[src/rtl/operand_sequencer_if.sv]
// Instruction request and register-file bus for the operand sequencer.
// slave = sequencer side, master = issuer / register-file side.
interface operand_sequencer_if #(
  parameter int IMM_W = 8
);
  logic             req_valid;
  logic             req_ready;
  logic [2:0]       req_op;
  logic [2:0]       req_rd;
  logic [2:0]       req_rn;
  logic [2:0]       req_rm;
  logic [IMM_W-1:0] req_imm;
  logic [1:0]       req_shift;
  logic [2:0]       rf_readnum;
  logic [15:0]      rf_data_out;
  logic [2:0]       rf_writenum;
  logic             rf_write;
  logic [15:0]      rf_data_in;
  logic [2:0]       status;
  logic             done;

  modport slave (
    input  req_valid, req_op, req_rd, req_rn, req_rm, req_imm, req_shift, rf_data_out,
    output req_ready, rf_readnum, rf_writenum, rf_write, rf_data_in, status, done
  );

  modport master (
    output req_valid, req_op, req_rd, req_rn, req_rm, req_imm, req_shift, rf_data_out,
    input  req_ready, rf_readnum, rf_writenum, rf_write, rf_data_in, status, done
  );
endinterface

[src/rtl/operand_sequencer.sv]
// Multi-cycle execute controller driving an 8x16 register file through one read port.
// Define OPSEQ_SHIFTER_EN to add the B-operand shifter (LSL1/LSR1/ASR1).
module operand_sequencer #(
  parameter int IMM_W = 8
) (
  input logic             clk,
  input logic             rst_n,
  operand_sequencer_if.slave bus
);

  typedef enum logic [2:0] {IDLE, READ_A, READ_B, EXEC, WB} state_t;

  localparam logic [2:0] OP_MOVI = 3'b000;
  localparam logic [2:0] OP_MOV  = 3'b001;
  localparam logic [2:0] OP_ADD  = 3'b010;
  localparam logic [2:0] OP_CMP  = 3'b011;
  localparam logic [2:0] OP_AND  = 3'b100;
  localparam logic [2:0] OP_MVN  = 3'b101;

  state_t           state_q;
  logic [2:0]       op_q;
  logic [2:0]       rd_q;
  logic [2:0]       rm_q;
  logic [IMM_W-1:0] imm_q;
  logic [15:0]      a_q;
  logic [15:0]      b_q;
  logic [15:0]      c_q;
  logic [2:0]       status_q;
  logic [2:0]       rf_readnum_q;
  logic [2:0]       rf_writenum_q;
  logic             rf_write_q;
  logic             done_q;

  logic [15:0]      b_operand;
  logic [15:0]      result;
  logic             v_flag;
  logic             status_upd;
  logic             reserved_op;

`ifdef OPSEQ_SHIFTER_EN
  logic [1:0]       shift_q;

  always_comb begin
    b_operand = bus.rf_data_out;
    case (shift_q)
      2'b01:   b_operand = {bus.rf_data_out[14:0], 1'b0};
      2'b10:   b_operand = {1'b0, bus.rf_data_out[15:1]};
      2'b11:   b_operand = {bus.rf_data_out[15], bus.rf_data_out[15:1]};
      default: b_operand = bus.rf_data_out;
    endcase
  end
`else
  logic             unused_shift;

  assign unused_shift = ^bus.req_shift;
  assign b_operand    = bus.rf_data_out;
`endif

  assign reserved_op = (op_q[2:1] == 2'b11);
  assign status_upd  = (op_q == OP_ADD) || (op_q == OP_CMP) ||
                       (op_q == OP_AND) || (op_q == OP_MVN);

  // Overflow: same-sign operands giving a different-sign sum; for A-B the operands differ in sign.
  always_comb begin
    result = c_q;
    v_flag = 1'b0;
    case (op_q)
      OP_MOVI: result = 16'($signed(imm_q));
      OP_MOV:  result = b_q;
      OP_ADD: begin
        result = a_q + b_q;
        v_flag = (a_q[15] == b_q[15]) && (result[15] != a_q[15]);
      end
      OP_CMP: begin
        result = a_q - b_q;
        v_flag = (a_q[15] != b_q[15]) && (result[15] != a_q[15]);
      end
      OP_AND:  result = a_q & b_q;
      OP_MVN:  result = ~b_q;
      default: result = c_q;
    endcase
  end

  always_ff @(posedge clk or negedge rst_n) begin
    if (!rst_n) begin
      state_q       <= IDLE;
      op_q          <= '0;
      rd_q          <= '0;
      rm_q          <= '0;
      imm_q         <= '0;
      a_q           <= '0;
      b_q           <= '0;
      c_q           <= '0;
      status_q      <= '0;
      rf_readnum_q  <= '0;
      rf_writenum_q <= '0;
      rf_write_q    <= 1'b0;
      done_q        <= 1'b0;
`ifdef OPSEQ_SHIFTER_EN
      shift_q       <= '0;
`endif
    end else begin
      case (state_q)
        IDLE: begin
          if (bus.req_valid) begin
            op_q  <= bus.req_op;
            rd_q  <= bus.req_rd;
            rm_q  <= bus.req_rm;
            imm_q <= bus.req_imm;
`ifdef OPSEQ_SHIFTER_EN
            shift_q <= bus.req_shift;
`endif
            // Read select is set on entry so the combinational read is valid all of READ_A/READ_B.
            if (bus.req_op == OP_MOVI) begin
              state_q <= EXEC;
            end else if (bus.req_op == OP_MOV || bus.req_op == OP_MVN) begin
              state_q      <= READ_B;
              rf_readnum_q <= bus.req_rm;
            end else if (bus.req_op[2:1] == 2'b11) begin
              state_q <= EXEC;
              done_q  <= 1'b1;
            end else begin
              state_q      <= READ_A;
              rf_readnum_q <= bus.req_rn;
            end
          end
        end
        READ_A: begin
          a_q          <= bus.rf_data_out;
          rf_readnum_q <= rm_q;
          state_q      <= READ_B;
        end
        READ_B: begin
          b_q     <= b_operand;
          state_q <= EXEC;
          if (op_q == OP_CMP) begin
            done_q <= 1'b1;
          end
        end
        EXEC: begin
          c_q <= result;
          if (status_upd) begin
            status_q <= {result[15], v_flag, (result == 16'h0000)};
          end
          if (op_q == OP_CMP || reserved_op) begin
            state_q <= IDLE;
            done_q  <= 1'b0;
          end else begin
            state_q       <= WB;
            rf_write_q    <= 1'b1;
            done_q        <= 1'b1;
            rf_writenum_q <= rd_q;
          end
        end
        WB: begin
          rf_write_q <= 1'b0;
          done_q     <= 1'b0;
          state_q    <= IDLE;
        end
        default: begin
          state_q    <= IDLE;
          rf_write_q <= 1'b0;
          done_q     <= 1'b0;
        end
      endcase
    end
  end

  assign bus.req_ready   = (state_q == IDLE);
  assign bus.rf_readnum  = rf_readnum_q;
  assign bus.rf_writenum = rf_writenum_q;
  assign bus.rf_write    = rf_write_q;
  assign bus.rf_data_in  = c_q;
  assign bus.status      = status_q;
  assign bus.done        = done_q;

endmodule

[src/flat_wrapper.sv]
// flat-port wrapper written by rule: the top's interface ports become plain ports
module operand_sequencer_flat 
#(
  parameter int IMM_W = 8
)
  (clk, rst_n, bus_req_valid, bus_req_op, bus_req_rd, bus_req_rn, bus_req_rm, bus_req_imm, bus_req_shift, bus_rf_data_out, bus_req_ready, bus_rf_readnum, bus_rf_writenum, bus_rf_write, bus_rf_data_in, bus_status, bus_done);
  operand_sequencer_if #(.IMM_W(IMM_W)) bus_i ();
  input logic clk;
  input logic rst_n;
  input wire logic [$bits(bus_i.req_valid)-1:0] bus_req_valid;
  input wire logic [$bits(bus_i.req_op)-1:0] bus_req_op;
  input wire logic [$bits(bus_i.req_rd)-1:0] bus_req_rd;
  input wire logic [$bits(bus_i.req_rn)-1:0] bus_req_rn;
  input wire logic [$bits(bus_i.req_rm)-1:0] bus_req_rm;
  input wire logic [$bits(bus_i.req_imm)-1:0] bus_req_imm;
  input wire logic [$bits(bus_i.req_shift)-1:0] bus_req_shift;
  input wire logic [$bits(bus_i.rf_data_out)-1:0] bus_rf_data_out;
  output wire logic [$bits(bus_i.req_ready)-1:0] bus_req_ready;
  output wire logic [$bits(bus_i.rf_readnum)-1:0] bus_rf_readnum;
  output wire logic [$bits(bus_i.rf_writenum)-1:0] bus_rf_writenum;
  output wire logic [$bits(bus_i.rf_write)-1:0] bus_rf_write;
  output wire logic [$bits(bus_i.rf_data_in)-1:0] bus_rf_data_in;
  output wire logic [$bits(bus_i.status)-1:0] bus_status;
  output wire logic [$bits(bus_i.done)-1:0] bus_done;
  assign bus_i.req_valid = bus_req_valid;
  assign bus_i.req_op = bus_req_op;
  assign bus_i.req_rd = bus_req_rd;
  assign bus_i.req_rn = bus_req_rn;
  assign bus_i.req_rm = bus_req_rm;
  assign bus_i.req_imm = bus_req_imm;
  assign bus_i.req_shift = bus_req_shift;
  assign bus_i.rf_data_out = bus_rf_data_out;
  assign bus_req_ready = bus_i.req_ready;
  assign bus_rf_readnum = bus_i.rf_readnum;
  assign bus_rf_writenum = bus_i.rf_writenum;
  assign bus_rf_write = bus_i.rf_write;
  assign bus_rf_data_in = bus_i.rf_data_in;
  assign bus_status = bus_i.status;
  assign bus_done = bus_i.done;
  operand_sequencer #(.IMM_W(IMM_W)) u_core (.clk(clk), .rst_n(rst_n), .bus(bus_i));
endmodule
[config.mk]
export PLATFORM = sky130hd
export DESIGN_NAME = operand_sequencer_flat
export DESIGN_NICKNAME = d
export VERILOG_FILES = /design/src/rtl/operand_sequencer_if.sv /design/src/rtl/operand_sequencer.sv /design/src/flat_wrapper.sv
export SDC_FILE = /design/constraint.sdc
export NUM_CORES = 1
export LEC_CHECK = 0
export ABC_CLOCK_PERIOD_IN_PS = 5800
export CAP_MARGIN = 20
export CORE_MARGIN = 2
export CORE_UTILIZATION = 60
export CTS_BUF_LIST = sky130_fd_sc_hd__clkbuf_4 sky130_fd_sc_hd__clkbuf_8
export DETAILED_ROUTE_END_ITERATION = 10
export GPL_TIMING_DRIVEN = 0
export PLACE_DENSITY_LB_ADDON = 0.2
export SLEW_MARGIN = 20
export SYNTH_ARGS = -nofsm -noshare
export SYNTH_HDL_FRONTEND = slang
export SYNTH_SLANG_ARGS = --single-unit
[constraint.sdc]
create_clock -name clk -period 5.8 [get_ports clk]
set_clock_uncertainty 0.05 [all_clocks]
set_input_delay 0.58 -clock clk [delete_from_list [all_inputs] [get_ports clk]]
set_output_delay 0.58 -clock clk [all_outputs]
set_load 0.01 [all_outputs]
==> results.json, run 1 <==
{
  "vias_per_cell": 6.353,
  "overflow": 0,
  "finalHoldViolCount": 0,
  "grt_pass1_vias": 4937,
  "cts.sinks": 79,
  "synth_area_leaders": "dfrtp_1, mux2_2, ha_1",
  "path_cells": "ha_1, inv_1, fa_1, or2_1, a211oi_2, o311ai_1, a2111oi_2, nor3b_1, xnor2_1, nor2_1, o32a_1, o41ai_2",
  "drt_iter0_markers": 415,
  "final_common_cell": "dfrtp_1",
  "hp-class": "in -> async",
  "drive_above_1_share_pct": 10.49,
  "finalInstanceArea_sq_um": 6549,
  "cts_buffer_depth": 2,
  "cts_resized": 0,
  "num_rows": 35,
  "yosysSeqAreaShare_pct": 35.67,
  "grt_start_max_net_pins": 46,
  "avgRoutedWirePerCell_um": 20.28,
  "hold_buffers": 0,
  "top_layer": "met4",
  "core_area_sq_um": 9109,
  "slew_viol_final": 0,
  "max_stage_delay_ns": 0.47,
  "wl_met2_mm": 7.430,
  "antennaDiodeCount": 0,
  "synth_top_area_share_pct": 35.67,
  "grt_first_pass_wirelength_mm": 25.95,
  "synth_area_leader_cell": "dfrtp_1",
  "synth_nets": 690,
  "layout.nets": 768,
  "syn_inst": 613,
  "worst_pin_slew_ns": 0.7905,
  "fp.dieW_um": 100.1,
  "cp.arrival_ns": 3.87,
  "place_area_sq_um": 6360,
  "track_usage_pct": 33.65,
  "syn_area_per_cell_sq_um": 9.042,
  "setup_viol": 0,
  "synth_cell_types": 67,
  "io_buffers": 66,
  "gp_congestion": 0.9574,
  "initial_utilization_pct": 60.85,
  "synth_edf_count": 0,
  "cts.clk_slew.worst_paths_ns": 0.10,
  "dp_hpwl_mm": 12.38,
  "clk_latency_ns": 0.38,
  "cp_data_required_time_ns": 6.02,
  "cp_num_buf_inv": 1,
  "synth_ff_type": "dfrtp_1",
  "h-tree-depth": 3,
  "cts_made_buffers": 9,
  "met1_length_mm": 7.287,
  "syn-cell-area_sq_um": 5543,
  "post-cts-setup-buffers": 0,
  "antenna_found_initial": 0,
  "synth-seq-cells": 79,
  "area_growth_pct": 18.15,
  "period_needed_ns": 3.656,
  "async_reset_ff_share_pct": 100.0,
  "met3_length_mm": 1.453,
  "drt_wl_total_mm": 16.37,
  "cap_violations": 0,
  "timing.fmax_mhz": 273.5,
  "cts_root_buffer": "clkbuf_8",
  "cts_tree": "yes",
  "finalCritPeriodShare_pct": 63.04,
  "dieArea_sq_um": 10020,
  "ys_warn_count": 0,
  "drc": 0,
  "crit_type": "reg -> reg",
  "antenna_left": 0,
  "cp-start-kind": "flop",
  "first_pass_iters": 5,
  "crit_family": "compound AO/OA/AOI/OAI gates",
  "via_count": 5127,
  "rsz0062_at_grt": "no",
  "mostFrequentLayoutCells": "dfrtp_1, clkdlybuf4s50_1, nand2_1, o21ai_0, nor2_1",
  "fp.dieH_um": 100.1,
  "top_level_ports": 69,
  "fill_cells": 714,
  "maxSlewHeadroom_pct": 47.30,
  "crit_slowest_cell": "dfrtp_1",
  "critPathMaxFanout": 5,
  "outcome": "complete, no violations",
  "tns_ns": 0,
  "cp-end-kind": "flop"
}
[layout make-up]
class / instances / area [sq um] / share of cell area, %
multi-input cells: 467 / 3301 / 50.40
flip-flops and latches: 79 / 1977 / 30.19
repair buffers: 67 / 678.2 / 10.36
plain buffers: 35 / 145.1 / 2.216
well taps: 111 / 138.9 / 2.121
clock buffers: 10 / 137.6 / 2.102
inverters: 32 / 120.1 / 1.834
clock inverters: 6 / 51.30 / 0.7833
[Yosys cell counts (all sizes together) (15+ instances only)]
library cell	number
inv	31
o21ai	54
nand2	62
ha	34
dfrtp	79
nor3	18
xor2	15
a21oi	25
mux2	41
nor2	41
clkbuf	28
[cell families after synthesis]
logic type | Yosys count | synth area share, %
compound gates | 183 | 22.33
simple gates | 171 | 14.63
flops | 79 | 35.67
buf+inv | 67 | 4.785
mux | 49 | 9.774
fa+ha+maj | 36 | 8.397
xor+xnor | 28 | 4.424
[sequential cells by signal, summed over array words and instances (netlist names)]
register / count
u_core.bus.status: 3
u_core.bus.rf_writenum: 3
u_core.bus.rf_readnum: 3
u_core.b_q: 16
u_core.bus.rf_write: 1
u_core.op_q: 3
u_core.bus.done: 1
u_core.state_q: 3
u_core.rd_q: 3
u_core.bus.rf_data_in: 16
u_core.imm_q: 8
u_core.rm_q: 3
u_core.a_q: 16
[per-layer routing]
metal / global-route usage, % / vias up
met2: 52.18 / 262
met4: 7.482 / 0
li1: - / 2377
met5: 0 / -
met1: 48.63 / 2463
met3: 7.451 / 25
[metrics by stage]
step	util (%)	hold WS, ns	instances	setup slack [ns]
after floorplan	-	0.2344	613	2.694
after global placement	69.63	0.3984	790	1.423
after detailed placement	69.82	0.4067	791	2.247
after CTS	71.90	0.1214	807	2.198
after global routing	71.90	0.1392	807	1.942
final	71.90	0.1008	807	2.144
[path summary, 6_finish.rpt]
kind,from,to,slack [ns],cells after the start
worst max-delay path,u_core.b_q[0],u_core.bus.status[0],2.14,12
worst min-delay path,rst_n,u_core.b_q[13],0.10,1
worst max register to register,u_core.b_q[0],u_core.bus.status[0],2.14,12
worst min register to register,u_core.rd_q[2],u_core.bus.rf_writenum[2],0.43,2
max in group asynchronous,rst_n,u_core.op_q[0],5.01,2
min in group clk,u_core.rd_q[2],u_core.bus.rf_writenum[2],0.43,2
Power of run 1 is not shown: default switching activity piles up to over one toggle a cycle in this logic, so the estimate is an artifact.
==> run 2: changes to the inputs <==
- ABC_CLOCK_PERIOD_IN_PS: 5800 -> 3130
- CORE_UTILIZATION: 60 -> 53
- clock period: 5.8 -> 3.13 ns (I/O delays scaled with it)
==> results.json, run 2 (same netlist as run 1, synthesis figures left out) <==
{
  "initial_utilization_pct": 54.18,
  "grt_start_max_net_pins": 49,
  "fin_ws_ns": -0.1035,
  "cp-end-kind": "flop",
  "dp_hpwl_mm": 12.39,
  "grt_pass1_vias": 5027,
  "antenna_left": 0,
  "track_usage_pct": 30.57,
  "hp-class": "in -> async",
  "top_level_ports": 69,
  "cts_tree": "yes",
  "violations": "negative setup slack",
  "finalInstanceArea_sq_um": 6864,
  "cts_made_buffers": 9,
  "maxSlewHeadroom_pct": 47.11,
  "cts.sinks": 79,
  "gp_congestion": 0.9415,
  "overflow": 0,
  "setup_viol": 4,
  "area_growth_pct": 23.84,
  "num_rows": 37,
  "fill_cells": 843,
  "outcome": "complete, but fails checks",
  "mostFrequentLayoutCells": "dfrtp_1, clkdlybuf4s50_1, nand2_1, o21ai_0, nor2_1",
  "avgRoutedWirePerCell_um": 19.98,
  "place_inst": 816,
  "period_needed_ns": 3.233,
  "cts.clk_slew.worst_paths_ns": 0.09,
  "drt_iter0_markers": 512,
  "core_area_sq_um": 10230,
  "drc": 0,
  "cts_root_buffer": "clkbuf_8",
  "final_common_cell": "dfrtp_1",
  "grt_first_pass_wirelength_mm": 26.72,
  "clk_latency_ns": 0.38,
  "cts_buffer_depth": 2,
  "timing.fmax_mhz": 309.3,
  "cp_data_required_time_ns": 3.36,
  "io_buffers": 66,
  "fin_util_pct": 67.09,
  "via_count": 5203,
  "antennaDiodeCount": 0,
  "dieArea_sq_um": 11290,
  "layout.nets": 778,
  "first_pass_iters": 7,
  "drive_above_1_share_pct": 17.14,
  "cp-start-kind": "flop",
  "antenna_found_initial": 0,
  "slew_viol_final": 0,
  "critPathMaxFanout": 6,
  "vias_per_cell": 6.179,
  "rsz0062_at_grt": "yes",
  "fp.dieW_um": 106.3,
  "fp.dieH_um": 106.3,
  "drt_wl_total_mm": 16.82,
  "h-tree-depth": 3,
  "worst_pin_slew_ns": 0.7934,
  "cap_violations": 0,
  "crit_type": "reg -> reg",
  "finalCritPeriodShare_pct": 103.3,
  "tns_ns": -0.3086,
  "place_area_sq_um": 6399,
  "cp.arrival_ns": 3.46,
  "finalNonFillerCells": 842,
  "finalHoldViolCount": 0
}
## run 2: changes by cell type in the layout (fill, tap and decap cells not counted), sizes merged
cell	change
clkinv	-1
buf	+9
clkbuf	-1
dlygate4sd3	+1
clkinvlp	+2
## run 2: worst paths after layout
kind,start,to,slack (ns),depth (start not counted)
setup / recovery,u_core.b_q[5],u_core.bus.status[0],-0.10,11
hold / removal,rst_n,u_core.a_q[11],0.37,2
setup reg to reg,u_core.b_q[5],u_core.bus.status[0],-0.10,11
hold reg to reg,u_core.bus.rf_writenum[0],u_core.bus.rf_writenum[0],0.43,2
max in group asynchronous,rst_n,u_core.b_q[0],2.06,3
min in group clk,u_core.bus.rf_writenum[0],u_core.bus.rf_writenum[0],0.43,2
## run 2: per-stage QoR
stage                     worst slack, ns  hold WS (ns)
after floorplan                   0.02395      -0.03259
after global placement             -1.066        0.3972
after detailed placement          -0.4197        0.2335
after CTS                         -0.1254        0.3838
after global routing              -0.2127        0.4009
final                             -0.1035        0.3668
## run 2: layer usage
metal  vias up  routed length [um]  global-route usage (%)
met5         -                   0                       0
met3        31                1357                   8.216
met2       248                7467                   44.09
li1       2386                   -                       -
met4         0                 311                   10.15
met1      2538                7686                   44.36
## run 2: cell type report
type	instances	area [sq um]	area share, %
Buffer	34	160.2	2.333
Timing Repair Buffer	78	770.7	11.23
Sequential cell	79	1978	28.82
Multi-Input combinational cell	467	3485	50.77
Tap cell	136	170.2	2.479
Inverter	32	120.1	1.750
Clock inverter	7	56.30	0.8203
Clock buffer	9	123.9	1.805
## run 2: worst max-delay path, cell delays in order (launching register included)
cell and delay (ns):
dfrtp_1 0.39, inv_1 0.08, ha_1 0.40, o21a_1 0.23
o2bb2ai_1 0.36, a21oi_1 0.21, a311oi_1 0.31, nor2_1 0.11
a21o_1 0.22, a221o_1 0.32, o221a_2 0.15, o41ai_2 0.32
## run 2: what timing repair did
item	CTS	global route
setup endpoints to repair	6	6
pin swaps	12	19
gates resized for setup	28	25
buffers inserted	8	2
hold endpoints to repair	31	0
hold buffers	1	0
Power of run 2 is left out for the same reason.
==> run 3: changes to the inputs <==
- ABC_CLOCK_PERIOD_IN_PS: 3130 -> unset
==> results of run 3 <==
No change in the layout: final DEF, timing and power equal those of run 2.
Power of run 3 is left out for the same reason.
